==> src/rtl/l0_skew_feeder.sv <==
// Row-parallel vector buffer that launches stored column vectors into the west edge of the MAC array.
// Define L0_SKEW_EN for the diagonal wavefront (row i delayed i cycles); otherwise all rows launch together.
module l0_skew_feeder #(
  parameter int row   = 8,
  parameter int bw    = 4,
  parameter int depth = 64
) (
  input  logic              clk,
  input  logic              reset,
  input  logic              wr,
  input  logic [row*bw-1:0] in,
  input  logic              rd,
  input  logic [1:0]        inst_in,
  output logic [row*bw-1:0] out,
  output logic [row*2-1:0]  inst_out,
  output logic [row-1:0]    out_valid,
  output logic              full,
  output logic              ready,
  output logic              empty
);
  localparam int AW = $clog2(depth);
  localparam int PW = AW + 1;
  typedef logic [PW-1:0] ptr_t;

  logic [bw-1:0]     mem_q [row][depth];
  ptr_t              wptr_q, wptr_d;
  ptr_t              rptr_q [row];
  ptr_t              rptr_d [row];
  logic [row*bw-1:0] out_q, out_d;
  logic [row*2-1:0]  inst_q, inst_d;
  logic [row-1:0]    vld_q, vld_d;
  logic [row-1:0]    pop;
  logic [1:0]        pop_tag [row];
  ptr_t              free_ptr;
  logic              wr_acc, rd_acc;

  // Flags come from registered pointers only, so a same-cycle pop never rescues a write.
  assign empty  = (rptr_q[0] == wptr_q);
  assign full   = ((wptr_q - free_ptr) == PW'(depth));
  assign ready  = ~full;
  assign wr_acc = wr & ~full;
  assign rd_acc = rd & ~empty;

`ifdef L0_SKEW_EN
  logic [row-1:1] chain_v_q, chain_v_d;
  logic [1:0]     chain_tag_q [1:row-1];
  logic [1:0]     chain_tag_d [1:row-1];

  // The last row frees entries last, so it alone decides when space returns.
  assign free_ptr = rptr_q[row-1];

  always_comb begin
    chain_v_d      = '0;
    chain_tag_d    = '{default: 2'b00};
    pop            = '0;
    pop_tag        = '{default: 2'b00};
    chain_v_d[1]   = rd_acc;
    chain_tag_d[1] = inst_in;
    for (int i = 2; i < row; i++) begin
      chain_v_d[i]   = chain_v_q[i-1];
      chain_tag_d[i] = chain_tag_q[i-1];
    end
    pop[0]     = rd_acc;
    pop_tag[0] = inst_in;
    for (int i = 1; i < row; i++) begin
      pop[i]     = chain_v_q[i];
      pop_tag[i] = chain_tag_q[i];
    end
  end

  always_ff @(posedge clk or posedge reset) begin
    if (reset) begin
      chain_v_q   <= '0;
      chain_tag_q <= '{default: 2'b00};
    end else begin
      chain_v_q   <= chain_v_d;
      chain_tag_q <= chain_tag_d;
    end
  end
`else
  assign free_ptr = rptr_q[0];

  always_comb begin
    pop     = {row{rd_acc}};
    pop_tag = '{default: inst_in};
  end
`endif

  // NOTE: every always_comb output gets a default before any branch, so no latch is inferred.
  always_comb begin
    wptr_d = wptr_q + PW'(wr_acc);
    out_d  = out_q;
    inst_d = '0;
    vld_d  = '0;
    rptr_d = rptr_q;
    for (int i = 0; i < row; i++) begin
      if (pop[i]) begin
        out_d[i*bw +: bw] = mem_q[i][rptr_q[i][AW-1:0]];
        inst_d[i*2 +: 2]  = pop_tag[i];
        vld_d[i]          = 1'b1;
        rptr_d[i]         = rptr_q[i] + PW'(1);
      end
    end
  end

  // NOTE: sequential state uses non-blocking assignments so every register samples pre-edge values.
  always_ff @(posedge clk or posedge reset) begin
    if (reset) begin
      wptr_q <= '0;
      rptr_q <= '{default: '0};
      out_q  <= '0;
      inst_q <= '0;
      vld_q  <= '0;
    end else begin
      wptr_q <= wptr_d;
      rptr_q <= rptr_d;
      out_q  <= out_d;
      inst_q <= inst_d;
      vld_q  <= vld_d;
    end
  end

  // NOTE: the storage array has no reset; the pointers alone define which entries are live.
  always_ff @(posedge clk) begin
    if (wr_acc) begin
      for (int i = 0; i < row; i++) begin
        mem_q[i][wptr_q[AW-1:0]] <= in[i*bw +: bw];
      end
    end
  end

  assign out       = out_q;
  assign inst_out  = inst_q;
  assign out_valid = vld_q;

endmodule

==> config.mk <==
export PLATFORM = sky130hd
export DESIGN_NAME = l0_skew_feeder
export DESIGN_NICKNAME = d
export VERILOG_FILES = /design/src/rtl/l0_skew_feeder.sv
export SDC_FILE = /design/constraint.sdc
export NUM_CORES = 2
export LEC_CHECK = 0
export CAP_MARGIN = 0
export CORE_UTILIZATION = 55
export DETAILED_ROUTE_END_ITERATION = 8
export PLACE_DENSITY_LB_ADDON = 0.12
export SYNTH_ARGS = -nofsm -noshare
export SYNTH_HDL_FRONTEND = slang
export SYNTH_SLANG_ARGS = --single-unit
export TNS_END_PERCENT = 10
==> constraint.sdc <==
create_clock -name clk -period 16.8 [get_ports clk]
set_input_delay 4.2 -clock clk [delete_from_list [all_inputs] [get_ports clk]]
set_output_delay 4.2 -clock clk [all_outputs]
set_load 0.1 [all_outputs]
==> summary.txt <==
Outcome
  • Status: finished clean

GRT
  • GR Util All Layers: 27.3%
  • Pin count of the biggest net entering global routing: 67
  • GR Overflow Total: 0
  • Initial antenna violation count: 3
  • Global-route wire length before repair: 291000 um
  • Vias in the first global route: 40444

Timing
  • F_max: 101 MHz
  • Worst slew pin tran: 1.38 ns
  • Min Clock Period, post-route: 9.86 ns
  • RSZ-0062 raised after global routing: no
  • Clk_skew: 0.0207 ns
  • Final Max Tran Viols: 0
  • Setup TNS: 0 ns
  • Final cycle utilization of the critical path: 58.7%
  • Slew headroom: 6.96%
  • Final setup fails: 0
  • Final hold vios: 0

Clock tree
  • Clk_lat worst skew: 0.83 ns
  • Hold buffer count at CTS: 0
  • Worst-path clk slew: 0.06 ns
  • Post-CTS setup buffer count: 0
  • CTS resizes: 0
  • Maximum root-to-sink buffer count: 3
  • Root buffer cell: clkbuf_16
  • Htree depth: 4
  • CTS tree: built
  • Total CTS buffers: 208
  • Clock sinks: 2139

Critical path
  • Setup slack, reg-to-reg: 11.79 ns
  • Crit-path max FO: 35
  • Crit path capture: full
  • Worst R2R End: mem_q[0][392]
  • CP Data Arrival Time: 5.66 ns
  • Setup crit start: free_ptr[3]
  • CP Launch Type: flip-flop
  • R2R depth: 9
  • Reg2reg start: free_ptr[3]
  • Crit Path Category: reg2out
  • Required @ worst endpoint: 12.60 ns
  • Critical Path Sink Type: primary output

Routing
  • DRC Markers: 0
  • Antenna viol nets, final: 0
  • Met1 wire length: 84000 um
  • Vias per Instance: 6.41
  • DRT Pass-1 Iters: 5
  • Via count: 40585
  • Drt wl/cell: 32.2 um
  • Met2 wire length: 95100 um
  • Initial DRC Count: 4686
  • Length of routed met3 wiring: 18100 um
  • Highest metal used: met4
  • Total Wirelength: 204000 um

Worst hold path
  • Worst hold path class: reg2reg

Final layout
  • Area delta synth->final: 12.2%
  • Filler Cell Count: 10313
  • Fraction of layout cells with a size suffix above 1: 23.4%
  • Layout net count: 4194

Synthesis
  • Mapped Cells: 3937
  • Most frequent cells after synthesis: edfxtp_1 (2048), mux4_2 (449), mux2i_1 (179), nand2_1 (154), dfrtp_1 (91)
  • Sequential fraction of the synthesis area: 77.0%
  • Post-synth top area share: 74.2%
  • Yosys reg bits: 2139
  • Top post-synthesis cells by area: edfxtp_1 (74%), mux4_2 (12%), dfrtp_1 (2.7%)
  • Synthesized area: 82800 um^2
  • Synthesis Warnings: 0
  • Synth cell types: 72
  • Top-count cell post-synth: edfxtp_1
  • Syn Area/Cell: 21.0 um^2
  • Post-synth top area cell: edfxtp_1
  • Ys flop type: edfxtp_1
  • Fraction of registers with async set or reset after synthesis: 4.25%
  • Post-synth EDFFs: 2048
  • Synth Net Count: 3991

Pwr
  • Max VDD drop: 0.160 mV
  • Tot Pwr: 15.3 mW
  • Pwr per Cell Area: 164 nW/um^2
  • Pleak: 29.8 nW

Die
  • Die height: 390 um
  • Die area: 152000 um^2
  • Num rows: 142
  • Initial Util: 55.4%
  • # IOs: 97
  • Die W: 390 um
  • Core area: 150000 um^2

Flow run
  • Total of max-cap violations: 0

Placed design
  • IO buf count: 96
  • RD Place Congestion: 0.862
  • Dpl hpwl: 116000 um
per-layer routing:
layer	GRT usage (%)	up-vias
met5	0	-
met4	9.16	0
met1	39.4	21570
li1	-	16833
met3	6.34	337
met2	41.4	1845
final cells by class:
type                    count  area (um^2)  share of cell area [%]
diodes                      1         2.50                 0.00269
clock buffers             289         5770                    6.20
clock inverters           100         1120                    1.21
repair buffers            223         1750                    1.89
multi-input cells        1553        17900                    19.3
flip-flops and latches   2139        63800                    68.6
inverters                  15         61.3                  0.0659
well taps                2016         2520                    2.71
placed cells by master (no fill, tap or decap), types with 21 or more instances in the layout:
master	netlist	final
clkdlybuf4s50_1	0	64
o22ai_1	41	41
nand2_1	154	154
nand3_1	57	57
dfrtp_1	91	72
a22o_1	25	25
nor2b_1	43	43
nor3_1	42	21
nor3_2	0	21
clkinv_2	0	27
o21ai_0	28	28
clkbuf_1	74	61
buf_4	49	127
xnor2_1	35	35
a22oi_1	83	83
edfxtp_1	2048	2048
mux4_2	449	449
a211oi_1	24	24
nand4_1	22	22
buf_2	65	32
clkbuf_16	0	213
bufinv_16	0	22
clkinv_1	2	39
and3_2	0	30
mux2i_1	179	179
a21oi_1	42	42
nor2_1	58	58
registers in the layout, indices dropped and copies added (netlist names):
signal,flops
mem_q,2048
rptr_q,42
out,32
free_ptr,7
wptr_q,7
inst_out,2
out_valid,1
cell families (layout without fill, tap and decap cells):
kind of cell	Yosys count	in the layout	synth area share, %
AO/OA/AOI/OAI	345	345	2.98
AND/OR/NAND/NOR	499	499	3.04
XOR/XNOR	49	49	0.518
multiplexers	644	644	14.6
buffers and inverters	245	627	1.63
other	0	1	0
flip-flops	2139	2139	77.0
adder cells (fa/ha/maj)	16	16	0.242
through the flow:
step / hold WS (ns) / util (%) / area (um^2) / worst slack, ns / instances
6_report: 0.506 / 62.2 / 93000 / 6.94 / 6336
2_1_floorplan: 0.463 / - / 82800 / 8.80 / 3937
3_5_place_dp: 0.501 / 57.5 / 86100 / 7.86 / 5946
4_1_cts: 0.509 / 62.1 / 93000 / 6.95 / 6335
5_1_grt: 0.532 / 62.1 / 93000 / 6.71 / 6335
3_3_place_gp: 0.483 / 57.5 / 86100 / 7.91 / 5946
worst min-delay path by stage:
stage / slack, ns / end / cells past startpoint / from
global placement: 0.48 / rptr_q[26] / 1 / rptr_q[26]
floorplan: 0.46 / rptr_q[26] / 1 / rptr_q[26]
detailed placement: 0.50 / rptr_q[26] / 1 / rptr_q[26]
global route: 0.53 / out[5] / 2 / out[5]
CTS: 0.51 / rptr_q[26] / 1 / rptr_q[26]
finish: 0.51 / rptr_q[26] / 1 / rptr_q[26]
worst max-delay path, stage by stage, from the launching register on:
cell and delay, ns:
dfrtp_1 0.66, clkinv_1 0.40, ha_1 0.44, xor2_1 0.17
or4_1 0.42, a211oi_1 0.20, a21bo_2 0.41, inv_2 0.73
clkdlybuf4s50_1 1.40
power by group:
part           internal [mW]  total [mW]  leakage (nW)  switching (mW)
combinational           1.71        4.00          6.93            2.29
clock                   2.73        4.68          3.36            1.95
sequential              6.15        6.59          19.5           0.449
No activity file was read; power rests on OpenSTA's default activity.
